**config.mk**
```make
export PLATFORM = sky130hd
export DESIGN_NAME = seg_scan_ctrl
export DESIGN_NICKNAME = d
export VERILOG_FILES = /design/src/rtl/seg_scan_ctrl.sv
export SDC_FILE = /design/constraint.sdc
export NUM_CORES = 1
export LEC_CHECK = 0
export BUFFER_PORTS_ARGS = -buffer_cell sky130_fd_sc_hd__buf_2
export CAP_MARGIN = 20
export CORE_ASPECT_RATIO = 1.1
export CORE_MARGIN = 5
export CORE_UTILIZATION = 47
export DETAILED_ROUTE_END_ITERATION = 6
export HOLD_SLACK_MARGIN = 0.08
export MAX_ROUTING_LAYER = met4
export PLACE_DENSITY = 0.7
export SKIP_CTS_REPAIR_TIMING = 1
export SLEW_MARGIN = 10
export SYNTH_ARGS = -nofsm -noshare
export SYNTH_HDL_FRONTEND = slang
export SYNTH_SLANG_ARGS = --single-unit
```
**constraint.sdc**
```tcl
create_clock -name clk -period 3.8 [get_ports clk]
set_input_delay 0.19 -clock clk [delete_from_list [all_inputs] [get_ports clk]]
set_output_delay 0.19 -clock clk [all_outputs]
set_load 0.02 [all_outputs]
```
**src/rtl/seg_scan_ctrl.sv**
```systemverilog
// Two-digit seven-segment scan controller: frame-aligned value commit plus digit time-multiplexing.
// Latency: accepted value drives bcd_out from the next frame boundary; all outputs registered.
// Backpressure: one-entry pending slot; val_ready low while it holds an uncommitted value.
//
// Ports:
//   clk, rst                 - clock, asynchronous active-high reset
//   val_in/val_valid/val_ready - 0..99 value from producer (values >99 clamp to 99)
//   bcd_out                  - active value, feeds the external segment decoder
//   seg_in                   - decoder pattern {tens, ones}, active-low, bit 0 = DP
//   seg_out, dig_en          - shared segment bus and per-digit enables, active-low ([1] = tens)
//   frame_done               - high for the single boundary cycle at the end of each frame
//   ovf                      - active value came from a clamped input
// Build option: define SEG_LEAD_ZERO_BLANK_EN to keep the tens digit dark for values below 10.
module seg_scan_ctrl #(
    parameter int DWELL_CYCLES = 50000,
    parameter int BLANK_CYCLES = 500
) (
    input  logic        clk,
    input  logic        rst,
    input  logic [6:0]  val_in,
    input  logic        val_valid,
    output logic        val_ready,
    output logic [6:0]  bcd_out,
    input  logic [15:0] seg_in,
    output logic [7:0]  seg_out,
    output logic [1:0]  dig_en,
    output logic        frame_done,
    output logic        ovf
);

    localparam int MAXC = (DWELL_CYCLES > BLANK_CYCLES) ? DWELL_CYCLES : BLANK_CYCLES;
    // One extra count of headroom so the reset load of BLANK_CYCLES always fits.
    localparam int CW   = ($clog2(MAXC + 1) < 1) ? 1 : $clog2(MAXC + 1);

    localparam logic [CW-1:0] DWELL_LD  = CW'(DWELL_CYCLES - 1);
    localparam logic [CW-1:0] BLANK_LD  = CW'(BLANK_CYCLES - 1);
    localparam logic [CW-1:0] BLANK_RST = CW'(BLANK_CYCLES);

    typedef enum logic [1:0] {
        S_T  = 2'd0,
        S_BT = 2'd1,
        S_O  = 2'd2,
        S_BO = 2'd3
    } state_t;

    state_t        state, state_n;
    logic [CW-1:0] cnt, cnt_n;

    logic [6:0] pend_val, pend_val_n;
    logic       pend_ovf, pend_ovf_n;
    logic       pend_empty;
    logic       pend_full_n;
    logic       commit_q;

    logic       accept;
    logic       boundary_n;
    logic [7:0] seg_n;
    logic [1:0] dig_n;
    logic [6:0] clamp_val;
    logic       clamp_flag;

    assign val_ready  = pend_empty;
    assign accept     = val_valid & pend_empty;
    assign clamp_flag = (val_in > 7'd99);
    assign clamp_val  = clamp_flag ? 7'd99 : val_in;

    // Counter holds remaining cycles minus one and the state advances when it reaches zero.
    // Reset loads BLANK_CYCLES, so the first boundary cycle lands BLANK_CYCLES cycles after release.
    always_comb begin
        state_n = state;
        cnt_n   = cnt - CW'(1);
        if (cnt == '0) begin
            unique case (state)
                S_T:  begin state_n = S_BT; cnt_n = BLANK_LD; end
                S_BT: begin state_n = S_O;  cnt_n = DWELL_LD; end
                S_O:  begin state_n = S_BO; cnt_n = BLANK_LD; end
                S_BO: begin state_n = S_T;  cnt_n = DWELL_LD; end
                default: begin state_n = S_BO; cnt_n = BLANK_LD; end
            endcase
        end
    end

    // The registered outputs describe the upcoming cycle, so decode from next state.
    // boundary_n marks the edge entering the final S_BO cycle: bcd_out moves there so the
    // decoder settles before the tens digit is lit, and frame_done is high during that cycle.
    always_comb begin
        boundary_n = (state_n == S_BO) && (cnt_n == '0);
        seg_n      = 8'hFF;
        dig_n      = 2'b11;
        unique case (state_n)
            S_T: begin
`ifdef SEG_LEAD_ZERO_BLANK_EN
                if (bcd_out >= 7'd10) begin
                    seg_n = seg_in[15:8];
                    dig_n = 2'b01;
                end
`else
                seg_n = seg_in[15:8];
                dig_n = 2'b01;
`endif
            end
            S_O: begin
                seg_n = seg_in[7:0];
                dig_n = 2'b10;
            end
            default: begin
                seg_n = 8'hFF;
                dig_n = 2'b11;
            end
        endcase
    end

    // Pending contents as they will be after this edge; an accept lands in the slot even
    // when the very next cycle is the boundary, so it still commits at that boundary.
    always_comb begin
        pend_full_n = ~pend_empty | accept;
        pend_val_n  = accept ? clamp_val  : pend_val;
        pend_ovf_n  = accept ? clamp_flag : pend_ovf;
    end

    always_ff @(posedge clk or posedge rst) begin
        if (rst) begin
            state      <= S_BO;
            cnt        <= BLANK_RST;
            seg_out    <= 8'hFF;
            dig_en     <= 2'b11;
            frame_done <= 1'b0;
            bcd_out    <= 7'd0;
            ovf        <= 1'b0;
            pend_val   <= 7'd0;
            pend_ovf   <= 1'b0;
            pend_empty <= 1'b1;
            commit_q   <= 1'b0;
        end else begin
            state      <= state_n;
            cnt        <= cnt_n;
            seg_out    <= seg_n;
            dig_en     <= dig_n;
            frame_done <= boundary_n;
            commit_q   <= boundary_n & pend_full_n;
            pend_val   <= pend_val_n;
            pend_ovf   <= pend_ovf_n;
            if (boundary_n && pend_full_n) begin
                bcd_out <= pend_val_n;
                ovf     <= pend_ovf_n;
            end
            // The slot stays full through the boundary cycle and frees at its end, so a
            // value offered on the boundary cycle waits for the following frame.
            if (accept) begin
                pend_empty <= 1'b0;
            end else if (commit_q) begin
                pend_empty <= 1'b1;
            end
        end
    end

endmodule

```
==> impl_metrics.env <==
export IMPL_cts_sinks=47
export IMPL_final_nets=299
export IMPL_first_global_vias=1735
export IMPL_routed_wl_um=4590
export IMPL_ys_warn_count=0
export IMPL_timing_fmax_ghz=0.285
export IMPL_fin_setup_tns_ns=0
export IMPL_htree_levels=2
export IMPL_start_util_pct=47.5
export IMPL_cts_root_buffer="clkbuf_8"
export IMPL_drt_drc_violations_left=0
export IMPL_avgSynthCellArea_sq_um=10.6
export IMPL_post_synth_num_cell_types=45
export IMPL_m1WireLength_um=2020
export IMPL_r2r_start="cnt[3]"
export IMPL_worst_pin_slew_ns=0.944
export IMPL_async_flop_share_pct=100
export IMPL_core_area_sq_um=4930
export IMPL_io_buffers=45
export IMPL_drv_cap=0
export IMPL_drive_gt1_share_pct=35.4
export IMPL_grt_max_degree=48
export IMPL_diodes=0
export IMPL_endpoint="bcd_out[1]"
export IMPL_slew_viol_final=0
export IMPL_synth_area_top_cells="dfrtp_1, dfstp_2, mux2_2, nand2_1, nand3_1"
export IMPL_ant_nets=0
export IMPL_start_kind="flip-flop"
export IMPL_crit_arrival_ns=3.69
export IMPL_ys_ff_latch=47
export IMPL_synth_top_area_cell="dfrtp_1"
export IMPL_synth_main_ff_cell="dfrtp_1"
export IMPL_die_w_um=77.3
export IMPL_worstRegToRegCells=7
export IMPL_ir_worst_vdd_mv=0.239
export IMPL_detail_route_wl_per_cell_um=14.1
export IMPL_vias=1754
export IMPL_yosysSeqAreaShare_pct=51.2
export IMPL_crit_path_top_delay_cell="nor4_4"
export IMPL_syn_nets=253
export IMPL_setup_viol=0
export IMPL_pre_cts_ws_ns=0.317
export IMPL_crit_path_end_kind="flip-flop"
export IMPL_synth_top_area_share_pct=29.9
export IMPL_power_density_nw_per_um2=319
export IMPL_wl_met3_um=289
export IMPL_crit_type="flip-flop to flip-flop"
export IMPL_syn_inst=221
export IMPL_wl_met2_um=2190
export IMPL_crit_path_cell_trace="nor4_4, nand4_1, xnor2_1, or4b_2, a2111o_1, nor3_4, mux2_2"
export IMPL_cpPeakStageDelay_ns=0.62
export IMPL_post_dp_hpwl_um=3440
export IMPL_critical_path_depth=7
export IMPL_grt_setup_unrepaired="no"
export IMPL_hold_violations=0
export IMPL_timing_final_crit_share_pct=92.2
export IMPL_die_area_sq_um=6500
export IMPL_cts_tree="built"
export IMPL_hold_path_class="primary input to asynchronous set/reset pin"
export IMPL_drtPass1Iterations=4
export IMPL_io_pins=46
export IMPL_mostFrequentLayoutCells="buf_2, nand2_1, dfrtp_1"
export IMPL_final_common_cell="buf_2"
export IMPL_cp_max_fo=13
export IMPL_grt_overflow=0
export IMPL_required_ns=3.99
export IMPL_skew_ns=0.00845
export IMPL_path_buf_inv=0
export IMPL_clock_latency_ns=0.30
export IMPL_netlist_area_sq_um=2340
export IMPL_clkSlewWorstSetupHoldPaths_ns=0.09
export IMPL_rows=27
export IMPL_maxUsedRoutingLayer="met4"
export IMPL_gr_usage_all_layers_pct=15.4
export IMPL_synth_edff_count=0
export IMPL_relSlewSlack_pct=37.0
export IMPL_area_delta_synth_final_pct=14.4
export IMPL_vias_per_cell=5.38
export IMPL_antenna_found_initial=0
export IMPL_grt_pass1_wl_um=7970
export IMPL_crit_path_start="cnt[3]"
export IMPL_r2r_end="bcd_out[1]"
export IMPL_numCtsBuffers=5
export IMPL_p_leak_nw=1.24
export IMPL_drtIter0Drc=122
export IMPL_rrSetupSlack_ns=0.29
export IMPL_critPathTopFamily="simple AND/OR/NAND/NOR gates"
export IMPL_status="complete, no violations"
export IMPL_gpl_final_weighted_congestion=0.894
export IMPL_die_h_um=84.1
export IMPL_fin_ws_ns=0.295
export IMPL_post_route_min_period_ns=3.51
export IMPL_clk_path_buf_depth=2
==> layout make-up <==
cell class                 instances  area [sq um]
clock buffer                       5          68.8
clock inverter                     3          18.8
fill                             436          2250
inverter                          10          37.5
multi-input combinational        156          1040
sequential                        47          1200
tap                               58          72.6
timing repair buffer              47           240
==> layer usage <==
layer / vias to the layer above / global-route usage (%)
met4: 0 / 5.31
met1: 825 / 19.9
met2: 52 / 23.7
met3: 9 / 3.46
li1: 868 / -
met5: - / -
==> where the power goes <==
group	internal, W	switching [W]	leakage (nW)	total [W]
registers	0.000510	0.00000259	0.572	0.000513
clock network	0.000130	0.000174	0.0483	0.000304
logic	0.0000165	0.0000207	0.616	0.0000372
==> flip-flops by register name, summed over array words and instances, names as in the netlist <==
register and flops:
cnt 16, seg_out 8, bcd_out 7, pend_val 7, dig_en 2, state 2, commit_q 1, frame_done 1
ovf 1, pend_ovf 1, val_ready 1
==> worst min-delay path by stage <==
stage | from | endpoint | slack [ns]
after global placement | seg_in[13] | seg_out[5] | 0.41
after detailed placement | seg_in[1] | seg_out[1] | 0.41
after CTS | seg_in[1] | seg_out[1] | 0.09
after global routing | seg_in[5] | seg_out[5] | 0.09
after floorplan | seg_in[0] | seg_out[0] | 0.30
final | rst | pend_val[5] | 0.10
==> cells in the mapped netlist (2+ instances only) <==
master   number
nand2_1      35
dfrtp_1      28
dfstp_2      19
nor2_1       19
nand3_1      17
mux2_2       12
inv_1         9
nor3_1        7
ha_1          6
xor2_1        6
a21oi_1       5
xnor2_1       5
a22o_1        4
buf_6         4
nand4_1       3
nor3b_1       3
o21ai_0       3
o31ai_1       3
or3_1         3
buf_2         2
nor3_4        2
nor4_1        2
nor4_4        2
==> logic make-up after synthesis <==
group	Yosys count	synth area share (%)
DFF	47	51.2
buffers and inverters	18	4.32
AOI/OAI and AO/OA	23	7.21
xor gates and xnor gates	11	4.11
muxes	12	5.77
and+or+nand+nor	104	24.2
adders and majority gates	6	3.20
==> per-stage QoR <==
stage | area, sq um | util [%] | hold slack [ns] | total power, W | instances
floorplan | 2340 | - | 0.302 | 0.000541 | 221
global placement | 2590 | 52.6 | 0.408 | 0.000559 | 318
detailed placement | 2590 | 52.6 | 0.412 | 0.000560 | 318
CTS | 2680 | 54.3 | 0.0901 | 0.000863 | 326
global route | 2680 | 54.3 | 0.0913 | 0.000891 | 326
finish | 2680 | 54.3 | 0.101 | 0.000854 | 326
No activity file was read; power rests on OpenSTA's default activity.
